===== config.mk =====
export PLATFORM = sky130hd
export DESIGN_NAME = traffic_ctrl_gen
export DESIGN_NICKNAME = d
export VERILOG_FILES = /design/src/rtl/traffic_ctrl_gen.sv
export SDC_FILE = /design/constraint.sdc
export NUM_CORES = 1
export LEC_CHECK = 0
export CELL_PAD_IN_SITES_DETAIL_PLACEMENT = 0
export CELL_PAD_IN_SITES_GLOBAL_PLACEMENT = 1
export CORE_MARGIN = 8
export CORE_UTILIZATION = 39
export CTS_BUF_LIST = sky130_fd_sc_hd__clkbuf_16
export DETAILED_ROUTE_END_ITERATION = 10
export PLACE_DENSITY_LB_ADDON = 0.1
export RECOVER_POWER = 25
export SYNTH_ARGS = -nofsm -noshare
export SYNTH_HDL_FRONTEND = slang
export SYNTH_SLANG_ARGS = --single-unit

===== constraint.sdc =====
create_clock -name clk -period 1.6 [get_ports clk]
set_input_delay 0.16 -clock clk [delete_from_list [all_inputs] [get_ports clk]]
set_output_delay 0.16 -clock clk [all_outputs]
set_load 0.03 [all_outputs]

===== src/rtl/traffic_ctrl_gen.sv =====
// Single-intersection traffic-light sequencer with an internal tick prescaler,
// a pedestrian green-shortening request and a flashing-yellow maintenance mode.
module traffic_ctrl_gen #(
  parameter int unsigned TICK_DIV = 50000000,
  parameter int unsigned CNT_W    = 4,
  parameter int unsigned GREEN_T  = 15,
  parameter int unsigned YELLOW_T = 5,
  parameter int unsigned RED_T    = 10,
  parameter int unsigned PED_T    = 3
) (
  input  logic             clk,
  input  logic             reset,
  input  logic             en,
  input  logic             ped_req,
  input  logic             flash_mode,
  output logic [1:0]       state,
  output logic [CNT_W-1:0] count,
  output logic             tick,
  output logic             lamp_r,
  output logic             lamp_y,
  output logic             lamp_g,
  output logic             ped_ack
);

  localparam int unsigned DIV_W = $clog2(TICK_DIV);

  localparam logic [DIV_W-1:0] DIV_MAX   = DIV_W'(TICK_DIV - 1);
  localparam logic [CNT_W-1:0] GREEN_LD  = CNT_W'(GREEN_T - 1);
  localparam logic [CNT_W-1:0] YELLOW_LD = CNT_W'(YELLOW_T - 1);
  localparam logic [CNT_W-1:0] RED_LD    = CNT_W'(RED_T - 1);
  localparam logic [CNT_W-1:0] PED_LD    = CNT_W'(PED_T - 1);

  typedef enum logic [1:0] {
    GREEN  = 2'd0,
    YELLOW = 2'd1,
    RED    = 2'd2,
    FLASH  = 2'd3
  } state_e;

  state_e           state_q, state_d;
  logic [CNT_W-1:0] count_q, count_d;
  logic [DIV_W-1:0] div_q, div_d;
  logic             ped_pend_q, ped_pend_d;
  logic             flash_ph_q, flash_ph_d;
  logic             ped_ack_q, ped_ack_d;

  assign tick = en && (div_q == DIV_MAX);

  always_comb begin
    div_d      = div_q;
    state_d    = state_q;
    count_d    = count_q;
    flash_ph_d = flash_ph_q;
    ped_pend_d = ped_pend_q | ped_req;
    ped_ack_d  = 1'b0;

    if (en) begin
      div_d = tick ? '0 : div_q + DIV_W'(1);
    end

    // FLASH entry bypasses the tick and the enable, and pre-empts any phase change.
    if (flash_mode && (state_q != FLASH)) begin
      state_d = FLASH;
      count_d = '0;
    end else if (tick) begin
      unique case (state_q)
        GREEN: begin
          if (count_q == '0) begin
            state_d = YELLOW;
            count_d = YELLOW_LD;
          end else if (ped_pend_q && (count_q > PED_LD)) begin
            count_d = PED_LD;
          end else begin
            count_d = count_q - CNT_W'(1);
          end
        end
        YELLOW: begin
          if (count_q == '0) begin
            state_d = RED;
            count_d = RED_LD;
          end else begin
            count_d = count_q - CNT_W'(1);
          end
        end
        RED: begin
          if (count_q == '0) begin
            state_d = GREEN;
            count_d = GREEN_LD;
          end else begin
            count_d = count_q - CNT_W'(1);
          end
        end
        FLASH: begin
          flash_ph_d = ~flash_ph_q;
          if (!flash_mode) begin
            state_d = RED;
            count_d = RED_LD;
          end
        end
        default: ;
      endcase
    end

    // A request is served on every RED entry; a same-cycle ped_req is dropped.
    if ((state_d == RED) && (state_q != RED)) begin
      ped_ack_d  = ped_pend_q;
      ped_pend_d = 1'b0;
    end
  end

  always_ff @(posedge clk) begin
    if (!reset) begin
      div_q      <= '0;
      state_q    <= GREEN;
      count_q    <= GREEN_LD;
      ped_pend_q <= 1'b0;
      flash_ph_q <= 1'b0;
      ped_ack_q  <= 1'b0;
    end else begin
      div_q      <= div_d;
      state_q    <= state_d;
      count_q    <= count_d;
      ped_pend_q <= ped_pend_d;
      flash_ph_q <= flash_ph_d;
      ped_ack_q  <= ped_ack_d;
    end
  end

  always_comb begin
    lamp_r = 1'b0;
    lamp_y = 1'b0;
    lamp_g = 1'b0;
    unique case (state_q)
      GREEN:   lamp_g = 1'b1;
      YELLOW:  lamp_y = 1'b1;
      RED:     lamp_r = 1'b1;
      FLASH:   lamp_y = flash_ph_q;
      default: ;
    endcase
  end

  assign state   = state_q;
  assign count   = count_q;
  assign ped_ack = ped_ack_q;

endmodule

* Word-level counts from Yosys, hierarchy flattened
Index checks and enable logic that the tools add are counted.
** Word-level totals
- Input port bits :: 5
- Flip-flop bits (word level) :: 35
- Bits in read-only memories :: 0
- Bits in writable memories :: 0
- Memories kept :: 0
- Latch bits :: 0
** Cells by class
- Equality and inequality tests :: 9
- $lt $le $gt $ge :: 1
- Reductions and logical operators :: 13
- Divide/modulo/power cells :: 0
- Shift operators :: 0
- Multiplexer cells :: 19
- Multiply operators :: 0
- Add/sub/neg operators :: 2
- Bitwise operators :: 4
** Operators with widths (number)
- two-way mux 4 bit :: 7
- adder 26 x 1 -> 26 bit (second input constant) :: 1
- == test 26 bit (second input constant) :: 1
- two-way mux 26 bit :: 1
- case mux 4 bit (4 select lines) :: 1
- two-way mux 2 bit :: 6
- case mux 2 bit (4 select lines) :: 1
- == test 2 bit (second input constant) :: 3
- != test 2 bit (second input constant) :: 3
- AND reduction 2 bit :: 3
- > comparator 4 x 2 -> 1 bit (second input constant) :: 1
- logical AND 1 bit :: 4
- logical NOT 4 bit :: 1
- OR reduction 2 bit :: 2
- subtractor 4 x 1 -> 4 bit (second input constant) :: 1
- != test 3 bit (second input constant) :: 1
- inverter 1 bit :: 3
- AND reduction 3 bit :: 1
- == test 2 x 1 -> 1 bit (second input constant) :: 1
- logical NOT 2 bit :: 1
- two-way mux 1 bit :: 2
- case mux 1 bit (2 select lines) :: 1
- nonzero test 2 bit :: 1
- OR 1 bit :: 1

* Logic depth before layout (Yosys ltp)
- Word-level depth :: 8
- Mapped depth :: 8
- Depth with buffers taken out :: 7

* Worst setup path after synthesis
OpenSTA, ideal clock, no wires.
- Path kind :: register -> register
- Start point :: reg count_q[0], in the netlist count[0]
- End point :: reg count_q[2], in the netlist count[2]
- Required time :: 1.517 ns
- Slack :: -0.186 ns
- Clock period less this slack :: 1.786 ns
- Library setup time :: 0.083 ns
- Stages on the path, launching flop included :: 8
- Arrival :: 1.703 ns
- Path through :: dfxtp_1 > inv_1 > ha_1 > and2_1 > clkbuf_1 > o21a_1 > a211o_1 > o221ai_1
** On the way
- Cells in the longest elaborated chain, start to end :: 7
- Elaborated cells on any way between the ends :: 11
** Ends and longest elaborated chain
- start: declaration :: line 41 : logic [CNT_W-1:0] count_q, count_d;
- start signal: assignment :: line 122 : count_q <= count_d;
- > comparator 4 x 2 -> 1 bit :: line 71 : end else if (ped_pend_q && (count_q > PED_LD)) begin
- logical AND 1 bit :: line 71
- two-way mux 4 bit :: line 71
- two-way mux 4 bit :: line 68 : if (count_q == '0) begin
- case mux 4 bit (4 select lines) (*) :: line 66 : unique case (state_q)
- two-way mux 4 bit (*) :: line 65 : end else if (tick) begin
- two-way mux 4 bit (*) :: line 62 : if (flash_mode && (state_q != FLASH)) begin
Mark *: on every way between the ends. The rest lies on a longest branch, timed or not. The select of a mux whose other input is x is not followed.
A chain may end at the register's enable or synchronous reset.

* Worst setup path after layout
- Start point :: reg div_q[18]
- End point :: out tick
** On the way
- Cells in the longest elaborated chain, start to end :: 2
** Ends and longest elaborated chain
- start: declaration :: line 42 : logic [DIV_W-1:0] div_q, div_d;
- start signal: assignment :: line 120 : div_q <= div_d;
- == test 26 bit :: line 47 : assign tick = en && (div_q == DIV_MAX);
- logical AND 1 bit :: line 47
- end: declaration :: line 18 : output logic tick,
Every way passes these cells.

==> summary.txt <==
Worst-path clk slew: 0.05 ns
Seq cells post-synth: 35
fin nets: 279
ANT nets after route: 0
sequential area share after synthesis: 38.3%
GPL Wtd Cong: 0.841
pwr dens: 795 nW/um^2
CTS Buffer Depth: 2
Comb power frac: 12.3%
failing checks: negative setup slack
filler instances: 428
CTS Root Cell: clkbuf_16
Clock Latency Late Sink: 0.27 ns
WP data required: 1.44 ns
post-route minimum period: 1.77 ns
worst slew pin tran: 0.371 ns
asr flop ratio synth: 0%
total global-route track usage: 13.7%
Reg power frac: 44.5%
fin area: 2590 um^2
MaxCap Viol Count: 0
routed wire length: 4800 um
chip width: 84.5 um
clock skew: 0.00242 ns
Cells after Synth: 215
DIE HEIGHT: 84.5 um
# rows: 25
worst setup margin: -0.169 ns
CTS tree: built
Area growth syn-to-layout: 41.5%
CTS HTree Levels: 2
Place WS: -0.435 ns
drt drc: 0
RSZ-0062 raised after global routing: true
syn_nets: 224
register area: 706 um^2
first-pass GRT wire length: 7830 um
vias in the first global route: 1,694
Rel. slew slack: 75.4%
die area: 7150 um^2
outcome: complete, but fails checks
IO buf count: 15
via/cell ratio: 5.31
first drt pass iteration count: 4
Main synth FF type: dfxtp_1
1st-iter DRT viols: 73
CP most frequent cell: buf_6
number of synthesized flops with an enable pin: 0
Int Power: 1.56 mW
antenna violations before repair: 0
Synth cell types: 42
layout cells sized above 1: 29.3%
Pleak: 1.10 nW
cell with the most instances after synthesis: dfxtp_1
max-slew violations: 0
hold path depth: 3
GR Overflow Total: 0
WL/cell: 14.8 um
switching part of the total: 24.1%
post-synth top area share: 38.3%
# diodes: 0
sequence of cells on the critical path: nor4_4 -> and4b_1 -> nand4_1 -> buf_6 -> inv_2 -> buf_6
Max stage delay on crit path: 0.33 ns
Critical Path AT: 1.61 ns
top cells by area, synth: dfxtp_1, xor2_1, nor2_1, nand4_1, nand3_1
critical path class: reg -> out
reg2reg path depth: 6
clk sink count: 35
TritonCTS Buffers: 5
CP Max Fanout: 6
synth cell count leaders: dfxtp_1, nor2_1, xor2_1
power share of the clock group: 43.3%
Yosys warnings: 0
area leader, netlist: dfxtp_1
Slowest-stage cell, CP: dfxtp_2
# IOs: 16
Mapped Avg Cell Area: 8.52 um^2
CTS Hold Bufs: 0
Crit. End Element: output port
final period utilization: 111%
endpoints failing hold: 0
crit path launch type: flop
mapped cell area: 1830 um^2
switching power: 0.496 mW
Max IR drop VDD: 0.000527 V
Core ar.: 4630 um^2
hold crit path type: in -> reg
HPWL Detailed: 3340 um
Vias: 1,720
Initial Util: 39.6%
area occupied by multi-input gates: 1120 um^2
fmax: 565 MHz
largest net degree at the start of global routing: 23
Final setup viols: 31
DP Area: 2290 um^2
## area by class of cell
cell class | count | share of cell area (%)
Multi-Input combinational cell | 159 | 43.2
Tap cell | 54 | 2.61
Clock buffer | 5 | 4.83
Sequential cell | 35 | 27.2
Inverter | 10 | 1.45
Timing Repair Buffer | 59 | 20.3
Clock inverter | 2 | 0.338
## per-stage QoR
stage	instances	setup TNS (ns)	total power [mW]	utilization, %	hold WS, ns
after global routing	324	-6.04	2.15	56.0	0.443
after floorplan	215	-0.0412	1.07	-	0.345
after global placement	311	-9.00	1.16	49.6	0.477
after detailed placement	311	-11.54	1.17	49.6	0.484
after CTS	321	-3.24	2.07	53.6	0.416
final	324	-3.11	2.06	56.0	0.423
## power groups by stage
stage	combinational, mW	sequential [mW]	clock [mW]
floorplan	0.122	0.945	0
global placement	0.230	0.932	0
detailed placement	0.234	0.934	0
CTS	0.231	0.915	0.920
global route	0.272	0.918	0.962
finish	0.253	0.915	0.891
## metal layers
metal / track usage [%] / vias to the layer above / share of wire (%)
met5: 0 / - / 0
met4: 6.31 / 0 / 1.7
met3: 4.20 / 7 / 4.2
met2: 24.3 / 27 / 52
met1: 14.3 / 830 / 42
li1: - / 856 / -
## critical path, delay by kind of cell, from the launching register on
family | cells | cell delay, ns
AND/OR/NAND/NOR | 3 | 0.66
flip-flops | 1 | 0.33
buffers and inverters | 3 | 0.35
## cell usage in the layout (no fill, tap or decap), drive strengths merged, types with 2 or more instances in the layout
| cell | synthesis | layout |
|---|---|---|
| buf | 6 | 44 |
| dfxtp | 35 | 35 |
| nor2 | 31 | 31 |
| xor2 | 21 | 21 |
| nand2 | 17 | 17 |
| nand4 | 13 | 13 |
| nand3 | 13 | 13 |
| inv | 10 | 10 |
| clkdlybuf4s50 | 0 | 8 |
| clkbuf | 5 | 8 |
| o21ai | 7 | 7 |
| and3 | 6 | 6 |
| nand2b | 5 | 5 |
| nor4 | 5 | 5 |
| a21oi | 5 | 5 |
| xnor2 | 4 | 4 |
| o221ai | 4 | 4 |
| ha | 4 | 4 |
| dlygate4sd2 | 0 | 4 |
| nor3 | 4 | 4 |
| nand3b | 2 | 2 |
| and2 | 2 | 2 |
| or3 | 2 | 2 |
| clkinv | 0 | 2 |
## what timing repair did
| action | in CTS | in global routing |
|---|---|---|
| resized for setup | 15 | 12 |
| gates cloned | 0 | 3 |
| pin swaps | 9 | 8 |
| setup buffers | 3 | 0 |
| setup endpoints to repair | 35 | 35 |
## cells by family after synthesis
group | count (synthesis) | share of synthesized area (%)
buffers and inverters | 21 | 5.05
AO/OA/AOI/OAI | 25 | 9.49
adder cells (fa/ha/maj) | 4 | 2.73
flip-flops | 35 | 38.3
XOR/XNOR | 25 | 12.0
AND/OR/NAND/NOR | 105 | 32.5
## state kept, by name, indices dropped and copies added (netlist names)
signal      flops
ped_ack         1
state           2
flash_ph_q      1
div_q          26
ped_pend_q      1
count           4
## worst paths after layout
path                    from       end  slack [ns]
setup reg to reg   div_q[18]   ped_ack       -0.16
setup / recovery   div_q[18]      tick       -0.17
hold reg to reg   ped_pend_q   ped_ack        0.49
hold / removal            en  div_q[1]        0.42
Power figures use the tool's default switching activity.
==> RTL change, RTL diff (same settings) <==
Make the reset (`reset`) asynchronous in one clocked block.
--- a/src/rtl/traffic_ctrl_gen.sv
+++ b/src/rtl/traffic_ctrl_gen.sv
@@ -110,3 +110,3 @@
 
-  always_ff @(posedge clk) begin
+  always_ff @(posedge clk or negedge reset) begin
     if (!reset) begin
Formal check against the unedited RTL: differs if reset is asserted again (counterexample within 4 cycles, from zero or initial values and one cycle with reset low); with reset held inactive, the same outputs for 10 cycles.
==> RTL change against the unedited design <==
- the run still ends with negative setup slack left
- power up 18%
- synthesized area up 1.8%
- sequential cell count unchanged
- setup slack better by 0.021 ns
- via count down 4.7%
- wire length down 4.4%
- design area up 6.5%
- cell count down 2.5%
- largest power group unchanged
==> RTL change: results (changes against the unedited design) <==
* Final wirelength at 4593 um (was 4804 um)
* Sequential fraction of the synthesis area at 47.18% (was 38.25%)
* Placed wire-length estimate at 3286 um (was 3344 um)
* Top post-synthesis cells by count: dfrtp_1 (32), nand3_1 (18), nor2_1 (16) (was dfxtp_1 (35), nor2_1 (30), xor2_1 (21))
* Final setup vio count at 20 (was 31)
* HP Class: reg -> reg (was in -> reg)
* Arr. time, crit path at 1.59 ns (was 1.61 ns)
* Clk slew on worst S/H paths at 0.05 ns (about the same)
* Largest reg by FF count: div_q (unchanged)
* Max reg flops at 26 (unchanged)
* Routed vias at 1,640 (was 1,720)
* DRT iter0 DRCs at 62 (was 73)
* Share of layout cells above drive strength 1 at 38.93% (was 29.26%)
* Drt pass-1 iters at 4 (unchanged)
* Syn Nets at 197 (was 224)
* First-pass GRT wire length at 7714 um (was 7831 um)
* Fraction of registers with async set/reset at 100.0% (was 0%)
* Status: complete, but fails checks (unchanged)
* Total Routing Usage GR at 13.14% (was 13.65%)
* Post-Route Setup TNS at -0.8107 ns (was -3.108 ns)
* Nets at 270 (was 279)
* Placer congestion estimate at 0.8030 (was 0.8406)
* Clk_skew at 0.005712 ns (was 0.002422 ns)
* Worst slew pin tran at 0.8723 ns (was 0.3710 ns)
* Fin worst setup slack at -0.1479 ns (was -0.1688 ns)
* Worst-path maximum fanout at 3 (was 6)
* Fillers at 408 (was 428)
* Failing checks: negative setup slack (unchanged)
* Synth top area cells: dfrtp_1 (43%), xnor2_1 (6.6%), nand3_1 (4.8%), dfstp_2 (4.2%), xor2_1 (4.2%) (was dfxtp_1 (38%), xor2_1 (10%), nor2_1 (6.1%), nand4_1 (4.1%), nand3_1 (3.6%))
* Largest net degree at the start of global routing at 36 (was 23)
* Post-synthesis cell type count at 43 (was 42)
* Maximum vdd drop at 0.5456 mV (was 0.5273 mV)
* Leakage at 1.286 nW (was 1.098 nW)
* Yosys warns at 0 (unchanged)
==> RTL change: cell count changes in the layout (fill, tap and decap cells not counted), moves of 4 or more <==
cell      unedited run  this run
dfxtp_1             31         0
nand2_1             16        12
nor2_1              29        15
xor2_1              21         9
nand3_1             11        16
dfxtp_2              4         0
and3_1               6         1
dfrtp_1              0        31
o221ai_1             4         0
xnor2_1              4        13
nand2b_1             5         1
buf_4               39        55
==> RTL change: worst max-delay path, stage by stage (launching register included) <==
cell	delay (ns)
dfrtp_1	0.39
nor4_2	0.28
and4_4	0.28
nand3_4	0.08
inv_4	0.08
buf_6	0.10
buf_6	0.12
==> RTL change: per-stage QoR <==
| stage | instances | setup WS (ns) | cell area [sq um] |
|---|---|---|---|
| floorplan | 188 | -0.2553 | 1877 |
| global route | 316 | -0.2334 | 2759 |
| finish | 316 | -0.1479 | 2759 |
| CTS | 311 | -0.1585 | 2649 |
| detailed placement | 296 | -0.1785 | 2389 |
| global placement | 296 | -0.1241 | 2389 |
==> RTL change: repair_timing <==
item,in CTS,in global routing
pin swaps,5,8
gates resized for setup,21,16
endpoints found under the setup margin,28,26
buffers inserted,8,7
==> RTL change: per-layer routing <==
layer | wire (um) | GRT usage (%)
met5 | 0 | 0
met4 | 40 | 5.178
met3 | 158 | 2.799
met2 | 2227 | 20.88
met1 | 2167 | 16.88
==> RTL change: final cells by class <==
| type | instances | area, sq um | area share, % |
|---|---|---|---|
| clock buffers | 5 | 125.1 | 4.535 |
| clock inverters | 3 | 11.26 | 0.4082 |
| inverters | 11 | 46.29 | 1.678 |
| multi-input cells | 134 | 1030 | 37.32 |
| flip-flops and latches | 35 | 880.8 | 31.93 |
| well taps | 54 | 67.56 | 2.449 |
| repair buffers | 74 | 598.1 | 21.68 |
==> RTL change: cell families (layout without fill, tap and decap cells) <==
group	after synthesis	in the layout	share of synthesized area, %
simple gates	82	82	25.84
xor+xnor	23	23	10.81
fa+ha+maj	4	4	2.685
compound gates	25	25	8.725
flops	35	35	47.18
buf+inv	19	93	4.764
==> RTL change: path summary, 6_finish.rpt <==
check	endpoint	start	depth (start not counted)	slack, ns
min	flash_ph_q	flash_ph_q	1	0.49
min reg2reg	flash_ph_q	flash_ph_q	1	0.49
max reg2reg	state[0]	div_q[18]	6	-0.11
min in group asynchronous	div_q[12]	reset	2	0.53
max	tick	div_q[18]	6	-0.15
max in group asynchronous	count[0]	reset	2	0.47
==> RTL change: report_power, final <==
| part | total (mW) | switching [mW] | internal (mW) |
|---|---|---|---|
| registers | 1.05 | 0.0816 | 0.972 |
| clock network | 0.895 | 0.336 | 0.559 |
| logic | 0.490 | 0.232 | 0.258 |
| total | 2.44 | 0.649 | 1.79 |
